File: config.mk
export PLATFORM = sky130hd
export DESIGN_NAME = updown_counter_bcd
export DESIGN_NICKNAME = d
export VERILOG_FILES = /design/src/rtl/updown_counter_bcd_pkg.sv /design/src/rtl/updown_counter_bcd_seg7_dec.sv /design/src/rtl/updown_counter_bcd.sv
export SDC_FILE = /design/constraint.sdc
export NUM_CORES = 1
export LEC_CHECK = 0
export CORE_UTILIZATION = 40
export DETAILED_ROUTE_END_ITERATION = 12
export GPL_ROUTABILITY_DRIVEN = 0
export PLACE_DENSITY = 0.71
export SLEW_MARGIN = 10
export SYNTH_ARGS = -nofsm -noshare
export SYNTH_HDL_FRONTEND = slang
export SYNTH_SLANG_ARGS = --single-unit
File: constraint.sdc
create_clock -name clk -period 2.1 [get_ports clk]
set_input_delay 0.21 -clock clk [delete_from_list [all_inputs] [get_ports clk]]
set_output_delay 0.21 -clock clk [all_outputs]
set_load 0.02 [all_outputs]
File: src/rtl/updown_counter_bcd_pkg.sv
// updown_counter_bcd shared definitions: 7-seg patterns, direction codes,
// count operation encoding and the constant BCD encoder.
package updown_counter_bcd_pkg;

  localparam logic [6:0] SEG_0     = 7'b1000000;
  localparam logic [6:0] SEG_1     = 7'b1111001;
  localparam logic [6:0] SEG_2     = 7'b0100100;
  localparam logic [6:0] SEG_3     = 7'b0110000;
  localparam logic [6:0] SEG_4     = 7'b0011001;
  localparam logic [6:0] SEG_5     = 7'b0010010;
  localparam logic [6:0] SEG_6     = 7'b0000010;
  localparam logic [6:0] SEG_7     = 7'b1111000;
  localparam logic [6:0] SEG_8     = 7'b0000000;
  localparam logic [6:0] SEG_9     = 7'b0010000;
  localparam logic [6:0] SEG_BLANK = 7'b1111111;

  localparam logic DIR_UP   = 1'b1;
  localparam logic DIR_DOWN = 1'b0;

  typedef enum logic [1:0] {
    OP_HOLD,
    OP_CLEAR,
    OP_UP,
    OP_DOWN
  } op_e;

  // Packs up to four decimal digits, LSD in [3:0].
  function automatic logic [15:0] to_bcd(input int unsigned v);
    logic [15:0] r;
    int unsigned t;
    r = '0;
    t = v;
    for (int d = 0; d < 4; d++) begin
      r[4*d +: 4] = 4'(t % 10);
      t = t / 10;
    end
    return r;
  endfunction

endpackage

File: src/rtl/updown_counter_bcd_seg7_dec.sv
// seg7_dec: one BCD digit to active-low {g..a} segments.
// Codes A-F blank the display.
module seg7_dec
  import updown_counter_bcd_pkg::*;
(
  input  logic [3:0] i_bcd,
  output logic [6:0] o_seg
);

  // Digit pattern lookup.
  always_comb begin
    o_seg = SEG_BLANK;
    unique case (i_bcd)
      4'd0:    o_seg = SEG_0;
      4'd1:    o_seg = SEG_1;
      4'd2:    o_seg = SEG_2;
      4'd3:    o_seg = SEG_3;
      4'd4:    o_seg = SEG_4;
      4'd5:    o_seg = SEG_5;
      4'd6:    o_seg = SEG_6;
      4'd7:    o_seg = SEG_7;
      4'd8:    o_seg = SEG_8;
      4'd9:    o_seg = SEG_9;
      default: o_seg = SEG_BLANK;
    endcase
  end

endmodule

File: src/rtl/updown_counter_bcd.sv
// updown_counter_bcd: modulo up/down counter, binary + BCD + 7-seg.
// Define COUNTER_SAT_EN to saturate at 0 / MAX_VAL instead of wrapping.
module updown_counter_bcd
  import updown_counter_bcd_pkg::*;
#(
  parameter int DIGITS  = 2,
  parameter int MAX_VAL = 99,
  parameter int CW      = 7
) (
  input  logic                  clk,
  input  logic                  reset,
  input  logic                  enable,
  input  logic                  up_down,
  input  logic                  clear,
  output logic [CW-1:0]         count,
  output logic [4*DIGITS-1:0]   bcd,
  output logic [7*DIGITS-1:0]   hex,
  output logic                  wrap
);

  localparam logic [CW-1:0] LP_MAX = CW'(MAX_VAL);
  localparam logic [15:0]   LP_MAX_BCD16 = to_bcd(MAX_VAL);
  localparam logic [4*DIGITS-1:0] LP_MAX_BCD =
    LP_MAX_BCD16[4*DIGITS-1:0];

  logic [CW-1:0]       r_count;
  logic [4*DIGITS-1:0] r_bcd;
  logic                r_wrap;

  op_e                 w_op;
  logic                w_at_max;
  logic                w_at_zero;
  logic [4*DIGITS-1:0] w_bcd_inc;
  logic [4*DIGITS-1:0] w_bcd_dec;
  logic [CW-1:0]       w_count_nxt;
  logic [4*DIGITS-1:0] w_bcd_nxt;
  logic                w_wrap_nxt;

  assign w_at_max  = (r_count == LP_MAX);
  assign w_at_zero = (r_count == '0);

  // Priority decode: clear, then enable with direction, else hold.
  always_comb begin
    w_op = OP_HOLD;
    unique case (1'b1)
      clear:
        w_op = OP_CLEAR;
      (!clear && enable && up_down == DIR_UP):
        w_op = OP_UP;
      (!clear && enable && up_down == DIR_DOWN):
        w_op = OP_DOWN;
      default:
        w_op = OP_HOLD;
    endcase
  end

  // BCD increment with digit carry chain.
  always_comb begin : p_inc
    logic cy;
    cy = 1'b1;
    w_bcd_inc = r_bcd;
    for (int d = 0; d < DIGITS; d++) begin
      if (cy) begin
        if (r_bcd[4*d +: 4] == 4'd9) begin
          w_bcd_inc[4*d +: 4] = 4'd0;
        end else begin
          w_bcd_inc[4*d +: 4] = r_bcd[4*d +: 4] + 4'd1;
          cy = 1'b0;
        end
      end
    end
  end

  // BCD decrement with digit borrow chain.
  always_comb begin : p_dec
    logic bw;
    bw = 1'b1;
    w_bcd_dec = r_bcd;
    for (int d = 0; d < DIGITS; d++) begin
      if (bw) begin
        if (r_bcd[4*d +: 4] == 4'd0) begin
          w_bcd_dec[4*d +: 4] = 4'd9;
        end else begin
          w_bcd_dec[4*d +: 4] = r_bcd[4*d +: 4] - 4'd1;
          bw = 1'b0;
        end
      end
    end
  end

  // Next count/bcd/wrap, with wrap or saturate at the limits.
  always_comb begin
    w_count_nxt = r_count;
    w_bcd_nxt   = r_bcd;
    w_wrap_nxt  = 1'b0;
    unique case (w_op)
      OP_CLEAR: begin
        w_count_nxt = '0;
        w_bcd_nxt   = '0;
      end
      OP_UP: begin
        if (w_at_max) begin
          w_wrap_nxt  = 1'b1;
`ifndef COUNTER_SAT_EN
          w_count_nxt = '0;
          w_bcd_nxt   = '0;
`endif
        end else begin
          w_count_nxt = r_count + CW'(1);
          w_bcd_nxt   = w_bcd_inc;
        end
      end
      OP_DOWN: begin
        if (w_at_zero) begin
          w_wrap_nxt  = 1'b1;
`ifndef COUNTER_SAT_EN
          w_count_nxt = LP_MAX;
          w_bcd_nxt   = LP_MAX_BCD;
`endif
        end else begin
          w_count_nxt = r_count - CW'(1);
          w_bcd_nxt   = w_bcd_dec;
        end
      end
      default: begin
        w_count_nxt = r_count;
        w_bcd_nxt   = r_bcd;
      end
    endcase
  end

  // Count state registers.
  always_ff @(posedge clk or negedge reset) begin
    if (!reset) begin
      r_count <= '0;
      r_bcd   <= '0;
      r_wrap  <= 1'b0;
    end else begin
      r_count <= w_count_nxt;
      r_bcd   <= w_bcd_nxt;
      r_wrap  <= w_wrap_nxt;
    end
  end

  assign count = r_count;
  assign bcd   = r_bcd;
  assign wrap  = r_wrap;

  for (genvar g = 0; g < DIGITS; g++) begin : g_dig
    seg7_dec u_dec (
      .i_bcd (r_bcd[4*g +: 4]),
      .o_seg (hex[7*g +: 7])
    );
  end

endmodule
# Word level (Yosys, flattened, before mapping)
# Memory sizes are Yosys's and may differ from the RTL's.
# Cells that the tools add are included.
[word_totals]
regBits = 16
rom_bits = 224
out_inout_bits = 30
mem_count = 2
[op_classes]
addsub = 6
n_eq_ne = 8
muxes = 18
bitwise_logic = 1
n_reduce_logical = 9
[memory_table]
columns = ["memory", "depth", "word_bits", "read_ports", "rd_ports_with_merged_regs", "write_ports", "line_no", "source"]
rows = [
  ["(name not given)", 16, 7, 1, 0, 0, "updown_counter_bcd_seg7_dec.sv:13", "unique case (i_bcd)"],
  ["(name not given)", 16, 7, 1, 0, 0, "updown_counter_bcd_seg7_dec.sv:13", ""],
]
[op_table]
columns = ["op", "count"]
rows = [
  ["two-way mux 4 bit", 6],
  ["case mux 8 bit (3 select lines)", 1],
  ["case mux 7 bit (3 select lines)", 1],
  ["two-way mux 8 bit", 2],
  ["two-way mux 7 bit", 2],
  ["adder 4 x 1 -> 4 bit, second input constant", 2],
  ["== test 4 bit, second input constant", 2],
  ["logical NOT 4 bit", 2],
  ["subtractor 4 x 1 -> 4 bit, second input constant", 2],
  ["adder 7 x 1 -> 7 bit, second input constant", 1],
  ["== test 7 bit, second input constant", 1],
  ["logical NOT 7 bit", 1],
  ["subtractor 7 x 1 -> 7 bit, second input constant", 1],
  ["inequality test 3 bit, second input constant", 2],
  ["case mux 2 bit (3 select lines)", 1],
  ["== test 2 bit, second input constant", 2],
  ["two-way mux 1 bit", 4],
  ["logical AND 1 bit", 3],
  ["AND reduction 3 bit", 1],
  ["nonzero test 3 bit", 1],
  ["== test 2 x 1 -> 1 bit, second input constant", 1],
  ["case mux 1 bit (2 select lines)", 1],
  ["logical NOT 1 bit", 1],
  ["NOT 1 bit", 1],
]

# Depth between registers and ports, before layout
[logic_depth]
depth_word = 7
depth_mapped = 7
mapped_depth_nobuf = 7

# Cells and area by module
# From an unflattened synthesis, not the netlist that was laid out.
[hier_totals]
cells_unflattened = 218
area_unflattened_um2 = 1710.4
[by_module_without_submodules]
columns = ["mod", "instances", "cells_per_inst", "area_each_um2"]
rows = [
  ["updown_counter_bcd", 1, 154, 1300.0],
  ["seg7_dec (g_dig[0].u_dec)", 1, 33, 210.2],
  ["seg7_dec (g_dig[1].u_dec)", 1, 31, 200.2],
]

# Worst setup path after synthesis
# OpenSTA, ideal clock, no wires.
[synth_timing]
path_type = "flip-flop to flip-flop"
startpoint = "reg r_bcd[1] (netlist: bcd[1])"
endpoint = "reg r_bcd[5] (netlist: bcd[5])"
setup_time_ps = 125
t_arrival_ps = 1953
t_required_ps = 1975
setup_slack_ps = 22
stages_incl_launch_ff = 7
n_path_buf = 0
path_cell_list = "dfrtp_1 -> inv_1 -> ha_1 -> or3b_2 -> o211ai_2 -> o311ai_4 -> mux2_4"
[synth_via]
elab_chain_len = 4
elab_cells_between_ends = 7
cone_classes = "eq/ne (3); mux (2); reduce/logical (2)"
[synth_lines]
columns = ["element", "line_no", "source"]
rows = [
  ["start, declared", "updown_counter_bcd.sv:27", "logic [4*DIGITS-1:0] r_bcd;"],
  ["start signal, assigned", "updown_counter_bcd.sv:140", "r_bcd <= w_bcd_nxt;"],
  ["== test 4 bit or logical NOT 4 bit (tied branches)", "updown_counter_bcd.sv:64, updown_counter_bcd.sv:81", ""],
  ["two-way mux 1 bit (on tied branches)", "updown_counter_bcd.sv:64, updown_counter_bcd.sv:81", ""],
  ["inequality test 3 bit (no source line)", "n/a", ""],
  ["AND reduction 3 bit (no source line) *", "n/a", ""],
]
# Every way passes the cells marked *; elsewhere a longest branch is shown, timed or not.
# A chain may end at the register's enable or synchronous reset.

# Worst setup path after layout
[layout_timing]
startpoint = "reg r_count[0] (netlist: count[0])"
endpoint = "reg r_bcd[5] (netlist: bcd[5])"
[layout_via]
elab_chain_len = 3
elab_cells_between_ends = 8
cone_classes = "eq/ne (3); mux (3); reduce/logical (2)"
[layout_lines]
columns = ["element", "line_no", "source"]
rows = [
  ["start, declared", "updown_counter_bcd.sv:26", "logic [CW-1:0] r_count;"],
  ["start signal, assigned", "updown_counter_bcd.sv:139", "r_count <= w_count_nxt;"],
  ["== test 7 bit or logical NOT 7 bit (tied branches)", "updown_counter_bcd.sv:39, updown_counter_bcd.sv:40", ""],
  ["inequality test 3 bit (no source line) (tied with other cells)", "n/a", ""],
  ["AND reduction 3 bit (no source line) or case mux 8 bit (3 select lines) (tied branches)", "n/a", ""],
]
# Parallel ways exist; a longest one is shown, timed or not.

==> summary.txt <==
Timing
  – Final min period: 2.01 ns
  – Final Max Slew Viols: 0
  – Setup WS post-layout: 0.0914 ns
  – Max transition margin: 50.6%
  – Slew at the pin closest to its max-slew limit: 0.739 ns
  – Final Hold Violating Endpoints: 0
  – Clk_skew: 0.00187 ns
  – Setup TNS: 0 ns
  – Fmax: 0.498 GHz
  – RSZ-0062 raised after global routing: false
  – Period utilization: 95.6%
  – # setup viols final: 0

Clock network
  – Clock-pin slew on the worst setup and hold paths: 0.06 ns
  – Sink Count: 16
  – Setup repair bufs after CTS: 0
  – Root buffer cell: clkbuf_8
  – H-tree level count: 1
  – TritonCTS Buffers: 3
  – CTS Hold Buffers Added: 0
  – Clk_lat worst skew: 0.26 ns
  – CTS tree: built
  – Clock Tree Buf Depth: 2

Yosys
  – Primary FF master, synth: dfrtp_1
  – Yosys warns: 0
  – Synthesized instance count: 201
  – Synth area leader: dfrtp_1
  – Synth Area in Compound Gates: 26.8%
  – Yosys top cell area share: 25.7%
  – Commonest cells post-synth: nor2_1 (29), a21oi_1 (20), dfrtp_1 (16)
  – Main combinational cell family by area after synthesis: compound AO/OA/AOI/OAI gates
  – Post-Syn Area per Cell: 7.74 um2
  – Cell Area, Synth: 1560 um2
  – Flops & latches, synth: 16
  – Unique masters post-synth: 51
  – Post-synthesis mux area share: 3.05%
  – Synth area leaders: dfrtp_1 (26%), ha_1 (9.6%), nor2_1 (7.0%)
  – Post-synthesis sequential area ratio: 25.7%
  – Synthesized-area fraction occupied by adder cells: 9.65%
  – Net Count, Synth: 218
  – Simple-gate share of the synthesized area: 25.5%
  – Post-synth EDFFs: 0
  – Count leader, synth: nor2_1
  – Ys async rst share: 100%
  – XOR/XNOR Fraction of Synth Area: 5.06%

Layout
  – Antenna cell count: 0
  – Share of cells above drive strength 1: 16.7%
  – Non-filler cells in the finished layout: 299
  – Final instance area: 2130 um2
  – Nets: 270
  – Multi-input gate area: 1090 um2
  – Reg area: 403 um2
  – Fillcell total: 346
  – Area Overhead vs Synth: 37.1%

Routing
  – Vias per cell: 5.53
  – Post-route ant nets: 0
  – Final WL: 4.02 mm
  – Wirelength per Cell: 13.4 um
  – Initial DRC count: 66
  – Via count: 1654
  – Pre-antenna DRT Iters: 4
  – DRC violations left: 0

Critical path
  – Startpoint types: flip-flop
  – Worst stage delay on the critical path: 0.43 ns
  – RR Endpoint: bcd[5]
  – Top Family by Delay on Critical Path: compound AO/OA/AOI/OAI gates
  – Reg2Reg Launch Point: count[0]
  – CP Class: flip-flop to flip-flop
  – Crit path max-delay cell type: or3b_1
  – Worst EP arrival: 2.15 ns
  – Critical Path End Type: flip-flop
  – Crit path buf inv count: 1
  – Register-to-register setup slack: 0.09 ns
  – Critical-path cell list: inv_1, ha_1, or3b_1, o211ai_2, o311ai_4, mux2_4
  – Worst reg2reg path depth: 6
  – CP Max Fanout: 7
  – Worst EP required: 2.24 ns

Die
  – Core Region: 3690 um2
  – Top-Level Pins: 35
  – Die W: 64.4 um
  – Die area: 4140 um2
  – Chip height: 64.4 um
  – Effective utilization at floorplan: 42.2%
  – Placement row count: 22

GRT
  – GRT Overall Usage: 20.2%
  – Pin count of the biggest net entering global routing: 17
  – Vias in the first global route: 1442
  – First-pass GRT wire length: 6.52 mm
  – Congestion Overflow GR: 0
  – Antenna violations before repair: 0

Power
  – PwrDens: 841 nW/um2
  – Leak: 0.000995 uW
  – Max rail drop VDD: 0.438 mV
  – Clock power share: 13.1%
  – Sequential share of power: 23.6%
  – Sw power: 800 uW
  – Switch share: 44.6%
  – Internal: 994 uW
  – Comb pwr share: 63.3%

Placed design
  – Placement Setup Slack: 0.0869 ns
  – Post-Place Cell Area: 2080 um2
  – # port buffers: 34
  – Inst Count DP: 296
  – Detailed Place HPWL: 3.01 mm

Run
  – Max Cap Viol: 0

Min path
  – HP Class: input pin to async pin

Status
  – Status: complete, no violations
-- layout by cell type, fill, tap and decap left out, drive strengths merged, types with 2 or more instances in the layout --
| master | instances |
|---|---|
| a22oi | 2 |
| nand4 | 2 |
| o21ai | 16 |
| xnor2 | 7 |
| dlygate4sd2 | 6 |
| a31oi | 5 |
| o221ai | 2 |
| clkdlybuf4s50 | 22 |
| and3 | 4 |
| or3b | 2 |
| nor3b | 2 |
| nand2 | 15 |
| nand2b | 3 |
| o22ai | 2 |
| nand3 | 5 |
| dlymetal6s2s | 6 |
| nor2 | 29 |
| dfrtp | 16 |
| a21oi | 20 |
| nor3 | 7 |
| clkbuf | 3 |
| or2 | 6 |
| o21bai | 2 |
| a21boi | 2 |
| xor2 | 2 |
| o211ai | 3 |
| inv | 10 |
| buf | 20 |
| mux2 | 3 |
| ha | 12 |
-- worst max path at each step --
stage | start | endpoint | slack, ns | cells after the start
5_1_grt | count[0] | bcd[5] | 0.0001 | 6
4_1_cts | bcd[4] | hex[12] | 0.01 | 6
3_3_place_gp | count[0] | bcd[5] | 0.13 | 6
6_report | count[0] | bcd[5] | 0.09 | 6
2_1_floorplan | bcd[1] | bcd[5] | 0.02 | 6
3_5_place_dp | count[0] | bcd[5] | 0.09 | 6
-- worst register-to-register path: stages (launching register included) --
cell and delay [ns]:
dfrtp_1 0.37, inv_1 0.08, ha_1 0.20, or3b_1 0.43, o211ai_2 0.29, o311ai_4 0.20
mux2_4 0.32
-- per-stage QoR --
step	hold slack, ns	util, %	total power, uW
after floorplan	-0.0856	-	1120
after global placement	0.620	56.4	1590
after detailed placement	0.636	56.4	1590
after CTS	0.420	57.3	1800
after global routing	0.459	57.8	1920
final	0.394	57.8	1790
-- final cells by class --
type                    instances  share of cell area (%)
clock buffers                   3                    1.94
inverters                      10                    1.76
multi-input cells             168                    51.3
flip-flops and latches         16                    18.9
well taps                      48                    2.82
repair buffers                 54                    23.3
-- cells by family (layout without fill, tap and decap cells) --
family | Yosys count | count (layout)
AO/OA/AOI/OAI | 63 | 63
XOR/XNOR | 9 | 9
adder cells (fa/ha/maj) | 12 | 12
buffers and inverters | 17 | 67
flip-flops | 16 | 16
multiplexers | 4 | 4
AND/OR/NAND/NOR | 80 | 80
-- what timing repair did --
action	CTS	global route
setup endpoints to repair	6	9
gates resized for setup	7	8
pin swaps	0	1
-- per-layer routing --
layer | global-route usage (%) | up-vias | part of all wire (%)
met1 | 26.9 | 780 | 49
met2 | 33.0 | 44 | 45
met4 | 5.83 | 0 | 0.97
li1 | - | 826 | -
met3 | 3.75 | 4 | 4.2
met5 | 0 | - | 0
-- power groups by stage --
stage               logic, uW  clock network (uW)  registers [uW]
floorplan                 627                   0             492
detailed placement       1170                   0             426
CTS                      1140                 239             422
global placement         1170                   0             425
finish                   1140                 235             423
global route             1240                 253             431
-- flip-flops by register name, indices dropped and copies added (netlist names) --
signal / count
count: 7
bcd: 8
wrap: 1
Note: power is estimated with default switching activity, not from simulation.
